===== src/rtl/gpr_arb_pkg.sv =====
// gpr_arb_pkg: shared widths and write-request type for the GPR write arbiter.
package gpr_arb_pkg;
  localparam int REG_AW = 5;
  localparam int DATA_W = 32;
  localparam logic [REG_AW-1:0] ZERO_REG = '0;
  typedef struct packed {
    logic [REG_AW-1:0] addr;
    logic [DATA_W-1:0] data;
  } wr_req_t;
endpackage


===== src/rtl/gpr_write_arbiter_if.sv =====
// gpr_write_arbiter_if: writeback, MDU, decode and GPR-port signals of the arbiter.
interface gpr_write_arbiter_if #(parameter int DEPTH = 4);
  import gpr_arb_pkg::*;
  logic                    WbWrite, MduValid, MduReady, PendHit1, PendHit2, StallReq, RegWrite;
  logic [REG_AW-1:0]       WbAddr, MduAddr, RS1, RS2, WA;
  logic [DATA_W-1:0]       WbData, MduData, WData;
  logic [$clog2(DEPTH):0]  Count;
  modport master (output WbWrite, WbAddr, WbData, MduValid, MduAddr, MduData, RS1, RS2,
                  input MduReady, PendHit1, PendHit2, StallReq, WA, WData, RegWrite, Count);
  modport slave  (input WbWrite, WbAddr, WbData, MduValid, MduAddr, MduData, RS1, RS2,
                  output MduReady, PendHit1, PendHit2, StallReq, WA, WData, RegWrite, Count);
endinterface


===== src/rtl/gpr_arb_fifo.sv =====
// gpr_arb_fifo: circular MDU result queue with parallel address compare for pending-write hits.
module gpr_arb_fifo
  import gpr_arb_pkg::*;
#(
  parameter int DEPTH = 4,
  localparam int AW = $clog2(DEPTH)
) (
  input  logic              clk,
  input  logic              rst_n,
  input  logic              push,
  input  logic              pop,
  input  wr_req_t           din,
  input  logic [REG_AW-1:0] rs1,
  input  logic [REG_AW-1:0] rs2,
  output wr_req_t           head,
  output logic [AW:0]       count,
  output logic              full,
  output logic              empty,
  output logic              hit1,
  output logic              hit2
);
  wr_req_t           mem_q [DEPTH];
  logic [AW-1:0]     wr_ptr_q, rd_ptr_q;
  logic [AW:0]       count_q;
  logic [DEPTH-1:0]  m1, m2;
  always_ff @(posedge clk or negedge rst_n)
    if (!rst_n) begin
      wr_ptr_q <= '0;
      rd_ptr_q <= '0;
      count_q  <= '0;
    end else begin
      if (push) wr_ptr_q <= wr_ptr_q + 1'b1;
      if (pop) rd_ptr_q <= rd_ptr_q + 1'b1;
      count_q <= count_q + (AW+1)'(push) - (AW+1)'(pop);
    end
  always_ff @(posedge clk)
    if (push) mem_q[wr_ptr_q] <= din;
  // An entry is live when its distance from the read pointer is below the occupancy
  for (genvar e = 0; e < DEPTH; e++) begin : g_ent
    logic [AW-1:0] off;
    logic          vld;
    assign off   = AW'(e) - rd_ptr_q;
    assign vld   = {1'b0, off} < count_q;
    assign m1[e] = vld && mem_q[e].addr == rs1;
    assign m2[e] = vld && mem_q[e].addr == rs2;
  end
  assign head  = mem_q[rd_ptr_q];
  assign count = count_q;
  assign full  = count_q == (AW+1)'(DEPTH);
  assign empty = count_q == '0;
  assign hit1  = rs1 != ZERO_REG && |m1;
  assign hit2  = rs2 != ZERO_REG && |m2;
endmodule


===== src/rtl/gpr_write_arbiter.sv =====
// gpr_write_arbiter: shares the GPR write port between writeback (priority) and queued MDU results.
// Optional GPRARB_BYPASS_EN: an MDU result writes straight through when the queue is empty and writeback is idle.
module gpr_write_arbiter
  import gpr_arb_pkg::*;
#(
  parameter int DEPTH    = 4,
  parameter int MAX_WAIT = 8
) (
  input logic                 Clk,
  input logic                 Reset_n,
  gpr_write_arbiter_if.slave  bus
);
  localparam int AW    = $clog2(DEPTH);
  localparam int AGE_W = $clog2(MAX_WAIT + 1);
  logic             wb_we, fire, byp, push, pop, full, empty;
  wr_req_t          head;
  logic [AW:0]      count;
  logic [AGE_W-1:0] age_q, age_d;
  logic             stall_q, stall_d;
  assign wb_we        = bus.WbWrite && bus.WbAddr != ZERO_REG;
  assign pop          = !empty && !wb_we;
  assign bus.MduReady = !full || pop;
  // Results for $0 complete the handshake but are simply discarded
  assign fire = bus.MduValid && bus.MduReady && bus.MduAddr != ZERO_REG;
`ifdef GPRARB_BYPASS_EN
  assign byp = fire && empty && !wb_we;
`else
  assign byp = 1'b0;
`endif
  assign push = fire && !byp;
  gpr_arb_fifo #(.DEPTH(DEPTH)) u_fifo (
    .clk   (Clk),
    .rst_n (Reset_n),
    .push  (push),
    .pop   (pop),
    .din   ('{addr: bus.MduAddr, data: bus.MduData}),
    .rs1   (bus.RS1),
    .rs2   (bus.RS2),
    .head  (head),
    .count (count),
    .full  (full),
    .empty (empty),
    .hit1  (bus.PendHit1),
    .hit2  (bus.PendHit2)
  );
  always_comb begin
    bus.RegWrite = wb_we || pop || byp;
    bus.WA       = wb_we ? bus.WbAddr : pop ? head.addr : byp ? bus.MduAddr : ZERO_REG;
    bus.WData    = wb_we ? bus.WbData : pop ? head.data : byp ? bus.MduData : '0;
    age_d        = (empty || pop) ? '0 : age_q == AGE_W'(MAX_WAIT) ? age_q : age_q + 1'b1;
    stall_d      = !pop && (stall_q || age_d == AGE_W'(MAX_WAIT) || full ||
                            (push && count == (AW+1)'(DEPTH - 1)));
  end
  always_ff @(posedge Clk or negedge Reset_n)
    if (!Reset_n) begin
      age_q   <= '0;
      stall_q <= 1'b0;
    end else begin
      age_q   <= age_d;
      stall_q <= stall_d;
    end
  assign bus.StallReq = stall_q;
  assign bus.Count    = count;
endmodule


===== src/flat_wrapper.sv =====
// flat-port wrapper written by rule: the top's interface ports become plain ports
module gpr_write_arbiter_flat import gpr_arb_pkg::*;
#(
  parameter int DEPTH    = 4,
  parameter int MAX_WAIT = 8
)
  (Clk, Reset_n, bus_WbWrite, bus_WbAddr, bus_WbData, bus_MduValid, bus_MduAddr, bus_MduData, bus_RS1, bus_RS2, bus_MduReady, bus_PendHit1, bus_PendHit2, bus_StallReq, bus_WA, bus_WData, bus_RegWrite, bus_Count);
  gpr_write_arbiter_if #(.DEPTH(DEPTH)) bus_i ();
  input logic Clk;
  input logic Reset_n;
  input wire logic [$bits(bus_i.WbWrite)-1:0] bus_WbWrite;
  input wire logic [$bits(bus_i.WbAddr)-1:0] bus_WbAddr;
  input wire logic [$bits(bus_i.WbData)-1:0] bus_WbData;
  input wire logic [$bits(bus_i.MduValid)-1:0] bus_MduValid;
  input wire logic [$bits(bus_i.MduAddr)-1:0] bus_MduAddr;
  input wire logic [$bits(bus_i.MduData)-1:0] bus_MduData;
  input wire logic [$bits(bus_i.RS1)-1:0] bus_RS1;
  input wire logic [$bits(bus_i.RS2)-1:0] bus_RS2;
  output wire logic [$bits(bus_i.MduReady)-1:0] bus_MduReady;
  output wire logic [$bits(bus_i.PendHit1)-1:0] bus_PendHit1;
  output wire logic [$bits(bus_i.PendHit2)-1:0] bus_PendHit2;
  output wire logic [$bits(bus_i.StallReq)-1:0] bus_StallReq;
  output wire logic [$bits(bus_i.WA)-1:0] bus_WA;
  output wire logic [$bits(bus_i.WData)-1:0] bus_WData;
  output wire logic [$bits(bus_i.RegWrite)-1:0] bus_RegWrite;
  output wire logic [$bits(bus_i.Count)-1:0] bus_Count;
  assign bus_i.WbWrite = bus_WbWrite;
  assign bus_i.WbAddr = bus_WbAddr;
  assign bus_i.WbData = bus_WbData;
  assign bus_i.MduValid = bus_MduValid;
  assign bus_i.MduAddr = bus_MduAddr;
  assign bus_i.MduData = bus_MduData;
  assign bus_i.RS1 = bus_RS1;
  assign bus_i.RS2 = bus_RS2;
  assign bus_MduReady = bus_i.MduReady;
  assign bus_PendHit1 = bus_i.PendHit1;
  assign bus_PendHit2 = bus_i.PendHit2;
  assign bus_StallReq = bus_i.StallReq;
  assign bus_WA = bus_i.WA;
  assign bus_WData = bus_i.WData;
  assign bus_RegWrite = bus_i.RegWrite;
  assign bus_Count = bus_i.Count;
  gpr_write_arbiter #(.DEPTH(DEPTH), .MAX_WAIT(MAX_WAIT)) u_core (.Clk(Clk), .Reset_n(Reset_n), .bus(bus_i));
endmodule

===== config.mk =====
export PLATFORM = sky130hd
export DESIGN_NAME = gpr_write_arbiter_flat
export DESIGN_NICKNAME = d
export VERILOG_FILES = /design/src/rtl/gpr_arb_pkg.sv /design/src/rtl/gpr_write_arbiter_if.sv /design/src/rtl/gpr_arb_fifo.sv /design/src/rtl/gpr_write_arbiter.sv /design/src/flat_wrapper.sv
export SDC_FILE = /design/constraint.sdc
export NUM_CORES = 1
export LEC_CHECK = 0
export CAP_MARGIN = 20
export CORE_UTILIZATION = 44
export CTS_BUF_LIST = sky130_fd_sc_hd__clkbuf_16
export CTS_CLUSTER_SIZE = 28
export DETAILED_ROUTE_END_ITERATION = 8
export HOLD_SLACK_MARGIN = 0.12
export MAX_ROUTING_LAYER = met4
export PLACE_DENSITY = 0.69
export SLEW_MARGIN = 20
export SYNTH_ARGS = -nofsm -noshare
export SYNTH_HDL_FRONTEND = slang
export SYNTH_HIERARCHICAL = 1
export SYNTH_SLANG_ARGS = --single-unit
export TNS_END_PERCENT = 50

===== constraint.sdc =====
create_clock -name Clk -period 5.9 [get_ports Clk]
set_input_delay 1.18 -clock Clk [delete_from_list [all_inputs] [get_ports Clk]]
set_output_delay 1.18 -clock Clk [all_outputs]
set_load 0.02 [all_outputs]

# Word-level counts from Yosys, hierarchy flattened
# Memory sizes are Yosys's and may differ from the RTL's.
# Index checks and enable logic that the tools add are counted.
classes:
  reduce_logical: 33
  shift: 0
  add_sub_neg: 9
  bitwise_logic: 0
  n_mul: 0
  mux: 8
  order_cmp: 4
  n_eq_ne: 12
  n_div: 0
op_table:
  columns: ["operator", "n"]
  rows:
  - ["$mux W32", 2]
  - ["$eq A5 B5 Y1", 8]
  - ["$reduce_bool A5 Y1", 4]
  - ["$logic_and A1 B1 Y1", 16]
  - ["$lt A2 B3 Y1", 4]
  - ["$mux W5", 2]
  - ["$eq A4 B4 Y1 const B", 2]
  - ["$mux W4", 2]
  - ["$reduce_or A4 Y1", 2]
  - ["$logic_or A1 B1 Y1", 6]
  - ["$add A2 B1 Y2 const B", 2]
  - ["$add A4 B1 Y4 const B", 1]
  - ["$logic_not A1 Y1", 4]
  - ["$sub A1 B2 Y2 const A", 2]
  - ["$sub A2 B2 Y2 const A", 2]
  - ["$add A3 B1 Y3", 1]
  - ["$eq A3 B2 Y1 const B", 1]
  - ["$eq A3 B3 Y1 const B", 1]
  - ["$logic_not A3 Y1", 1]
  - ["$sub A3 B1 Y3", 1]
  - ["$mux W1", 2]
word_totals:
  mem_bits_ro: 0
  in_bits: 88
  elab_cells: 72
  latchBits: 0
  regBits: 12
  ramBits: 148
  memories: 1
memory_table:
  columns: ["memory", "depth", "width", "read_ports", "rd_clocked_by_memory_dff", "write_ports", "line_no", "rtl"]
  rows:
  - ["u_core.u_fifo.mem_q", 4, 37, 5, 0, 1, "gpr_arb_fifo.sv:22", "wr_req_t mem_q [DEPTH];"]

# Logic depth before layout (Yosys ltp)
depth:
  depth_word: 11
  mapped_depth: 10
  mapped_depth_nobuf: 9

# Hierarchy
# Netlist, hierarchy kept.
by_module_without_submodules:
  columns: ["module", "cells_each", "seq_area_each_um2", "instances", "area_per_inst_um2"]
  rows:
  - ["gpr_arb_fifo", 321, 4619.4, 1, 6392.4]
  - ["gpr_write_arbiter", 159, 125.1, 1, 998.5]

# Least setup slack after synthesis
# Ideal clock, no wire load.
synth_path:
  path_type: "input port to flip-flop"
  startpoint: "input bus_WbAddr[1]"
  endpoint: "memory u_core/u_fifo/mem_q[1][0] (netlist bit), enable pin"
  setup_ns: 0.398
  arrival_time_ns: 3.355
  path_stages: 5
  slack_ns: 2.148
  n_path_buf: 0
  required_time_ns: 5.502
  path_cell_list: "or4_4 -> o21ai_4 -> nand2b_1 -> a21oi_1 -> and2_1"
synth_via:
  elab_chain_cells: 9
synth_rtl:
  columns: ["element", "line_no", "rtl"]
  rows:
  - ["from (decl)", "flat_wrapper.sv:12", "input wire logic [$bits(bus_i.WbAddr)-1:0] bus_WbAddr;"]
  - ["$reduce_bool A5 Y1", "gpr_write_arbiter.sv:20", "assign wb_we = bus.WbWrite && bus.WbAddr != ZERO_REG;"]
  - ["$logic_and A1 B1 Y1", "gpr_write_arbiter.sv:20", null]
  - ["$logic_not A1 Y1", "gpr_write_arbiter.sv:21", "assign pop = !empty && !wb_we;"]
  - ["$logic_and A1 B1 Y1", "gpr_write_arbiter.sv:21", null]
  - ["$logic_or A1 B1 Y1", "gpr_write_arbiter.sv:22", "assign bus.MduReady = !full || pop;"]
  - ["$logic_and A1 B1 Y1 (2 in series)", "gpr_write_arbiter.sv:24", "assign fire = bus.MduValid && bus.MduReady && bus.MduAddr != ZERO_REG;"]
  - ["named net u_core.fire", "gpr_write_arbiter.sv:15", "logic wb_we, fire, byp, push, pop, full, empty;"]
  - ["$mux W1", "gpr_arb_fifo.sv:37", "if (push) mem_q[wr_ptr_q] <= din;"]
  - ["$mux W1 (implied by the code)", "gpr_arb_fifo.sv:37", null]
  - ["to (decl)", "gpr_arb_fifo.sv:22", null]
# The timed path passes the listed nets, and every way through them passes these cells.

# Worst setup path in the final report
layout_path:
  startpoint: "input bus_WbAddr[1]"
  endpoint: "output bus_WA[3]"
layout_via:
  elab_chain_cells: 6
layout_rtl:
  columns: ["element", "line_no", "rtl"]
  rows:
  - ["$reduce_bool A5 Y1", "gpr_write_arbiter.sv:20", null]
  - ["$logic_and A1 B1 Y1", "gpr_write_arbiter.sv:20", null]
  - ["$logic_not A1 Y1", "gpr_write_arbiter.sv:21", null]
  - ["$logic_and A1 B1 Y1", "gpr_write_arbiter.sv:21", null]
  - ["named net u_core.pop", "gpr_write_arbiter.sv:15", null]
  - ["$mux W5 (2 in series)", "gpr_write_arbiter.sv:48", "bus.WA = wb_we ? bus.WbAddr : pop ? head.addr : byp ? bus.MduAddr : ZERO_REG;"]
  - ["to (decl)", "flat_wrapper.sv:23", "output wire logic [$bits(bus_i.WA)-1:0] bus_WA;"]
# The timed path passes the listed nets, and every way through them passes these cells.

==> results.md <==
* Gr usage total at 0.189
* Residual DRC at 0
* Port-buffer cells at about 130
* Worst skew pair latency at ~400 ps
* WS Path Type: in2out
* Final Max Tran Viols at 0
* Vias in the first global route at 4549
* Post-route cell area at 9390 sq um
* FF-to-FF End: u_core/u_fifo/mem_q[1][14]
* Main synth FF type: edfxtp_1
* Vias per cell at around 5.2
* Seq/Total Area, Yosys at 0.642
* Layout cell share with drive strength beyond 1 at 0.131
* Grt ovf at 0
* Crit end category: primary output
* Final setup fails at 0
* Clock sink count at 160
* WP buf/inv at 4
* # H-tree levels at 4
* Via count at 4355
* RSZ-0062 raised after global routing: false
* Hold Crit Class: reg2reg
* Worst Setup Start Kind: primary input
* Postcts setup bufs at 0
* CP most frequent cell: clkdlybuf4s50_1
* Hold-fix buffers, CTS at 0
* Largest net degree at the start of global routing at 47
* Final hold violation count at 0
* Core Area at 16500 sq um
* Wirelength per Cell at 17.8 um
* HPWL Detailed at 9740 um
* Finished Layout Cells at 836
* Initial Util at 0.449
* Syn Inst Count at 480
* Worst slew pin tran at ~1100 ps
* Synth warnings at 6
* Initial DRC Count at 179
* Die W at 132 um
* Max_cap viols at 0
* Clk root buf: clkbuf_16
* Final period utilization at 0.823
* FF-to-FF setup slack at 3130 ps
* Pre-CTS setup slack at about 1000 ps
* Critical-path top delay cell: clkdlybuf4s50_1
* Power Density at 435 nW/um^2
* Syn Area/Cell at 15.4 sq um
* Hold_ws at approximately 540 ps
* Antenna Cells at 0
* Crit path max-delay family: buffers and inverters
* RePlAce Congestion at 0.868
* Slowest Stage Delay on Critical Path at 590 ps
* Nets at 706
* Crit. Startpoint: bus_WbAddr[1]
* Worst VDD drop at 0.275 mV
* Worst Hold Launch: u_core/u_fifo/wr_ptr_q[0]
* Post-CTS sizing at 0
* Flops & latches, synth at 160
* Sequential cell area at 4750 sq um
* Global-route wire length before repair at 24100 um
* I/O pin cnt at between 100 and 150
* Status: completed
* Final min period at 4850 ps
* Worst path required time at 4720 ps
* CP Max Fanout at 23
* Fill count at 1299
* Worst Path Arrival at 3670 ps
* Die ar. at 17300 sq um
* Worst reg2reg startpoint: u_core/u_fifo/count[2]
* Clk pin slew, worst setup/hold paths at approximately 60 ps
* Final TNS setup at 0 ps
* Worst setup path endpoint: bus_WA[3]
* Clk buf depth at 2
* Final ANT Viol Nets at 0
* Post-synthesis cell type count at 39
* DIE HEIGHT at roughly 130 um
* Area of the mapped netlist at 7390 sq um
* Post-synth EDFFs at 148
* Placed inst area at 8860 sq um
* WP depth at 8
* TritonCTS clock tree: yes
* Placed Cells at 806
* Final core occ at 0.570
* Area of the multi-input gates at 2310 sq um
* Row count at 47
* Leakage at 3.26 nW
* Slew headroom at 0.272
* Fmax at a little over 0.2 GHz
* Clock Skews at 6.66 ps
* Layout area overhead at 27.0%
* CTS buffer count at 17
* Drt first pass iters at 4
* Total Wirelength at 14900 um
* Initial antenna violation count at 0
* Pwr Total at 4.08 mW
* Syn Nets at roughly 580
* Reg2Reg Depth at 4
* Ys async rst share at 0.0750
* CP Cell Sequence: clkdlybuf4s50_1 -> or4_4 -> o21ai_4 -> buf_4 -> nand2b_1 -> inv_1 -> a22o_1 -> clkdlybuf4s50_1
* Worst Setup Slack, final at 1050 ps
-- where the power goes --
| group | switching [mW] | internal (mW) |
|---|---|---|
| Sequential | 0.136 | 1.50 |
| Clock | 0.403 | 0.567 |
| Combinational | 0.751 | 0.726 |
| Total | 1.29 | 2.79 |
-- how the worst min path moves through the flow --
stage | to | cells past startpoint
CTS | u_core/u_fifo/wr_ptr_q[0] | 1
global route | u_core/u_fifo/wr_ptr_q[0] | 1
floorplan | u_core/u_fifo/wr_ptr_q[0] | 1
global placement | u_core/u_fifo/wr_ptr_q[0] | 1
finish | u_core/u_fifo/wr_ptr_q[0] | 1
detailed placement | u_core/u_fifo/wr_ptr_q[0] | 1
-- cells by family (layout without fill, tap and decap cells) --
family                     Yosys count  in the layout  share of synthesized area
DFF                                160            160                      0.642
and+or+nand+nor                     94             94                     0.0777
buffers and inverters               77            213                     0.0471
AOI/OAI and AO/OA                   51             51                     0.0406
xor gates and xnor gates            48             48                     0.0569
muxes                               37             37                      0.113
adders and majority gates           13             13                     0.0230
-- cells in the mapped netlist, types with 3 or more instances --
cell	number	area [sq um]
buf_4	5	37.5
edfxtp_1	148	4440
mux4_2	37	833
nand2b_1	4	25.0
nor4_1	10	62.6
xor2_1	21	184
buf_6	3	33.8
o21ai_1	10	50.1
clkbuf_1	6	22.5
buf_1	3	11.3
nand3_1	11	55.1
dfrtp_1	12	300
nand2_1	12	45.0
nor3_1	3	15.0
xnor2_1	27	236
buf_2	13	65.1
o21ai_0	25	125
and2_1	4	25.0
a21oi_1	5	25.0
ha_1	12	150
nor2_1	8	30.0
inv_1	46	173
nand3b_1	36	270
-- worst reg2reg max path, stage by stage, from the launching register on --
cell and delay [ps]:
dfrtp_1 540, nor3_2 100, nand2b_1 190, a21oi_1 540, and2_2 1000
-- per-layer routing --
layer  wire, um  GRT usage
met5          0          -
met4         95     0.0484
met3        868     0.0502
met2       7380      0.307
met1       6550      0.235
-- state kept, by name, summed over array words and instances, names as in the netlist --
signal	cells
u_core/u_fifo/mem_q	148
u_core/u_fifo/rd_ptr_q	2
u_core/age_q	4
u_core/u_fifo/count	3
u_core/bus.StallReq	1
u_core/u_fifo/wr_ptr_q	2
-- placed cells by master (no fill, tap or decap), types with 3 or more instances in the layout --
master           instances
a21oi_1                  5
and2_2                   4
buf_4                    5
clkbuf_16               17
clkdlybuf4s50_1        132
clkinv_1                 3
clkinv_2                 5
dfrtp_1                 10
edfxtp_1               148
ha_1                    12
inv_1                   46
mux4_2                  37
nand2_1                 12
nand2b_1                 4
nand3_1                 11
nand3b_1                36
nor2_1                   8
nor4_1                  10
o21ai_0                 25
o21ai_1                 10
xnor2_1                 27
xor2_1                  21
-- cell type report --
type,count,area share
Sequential cell,160,0.506
Inverter,46,0.0184
Tap cell,220,0.0293
Timing Repair Buffer,137,0.145
Multi-Input combinational cell,243,0.246
Clock inverter,13,0.0105
Clock buffer,17,0.0453
(Power assumes the default switching activity.)
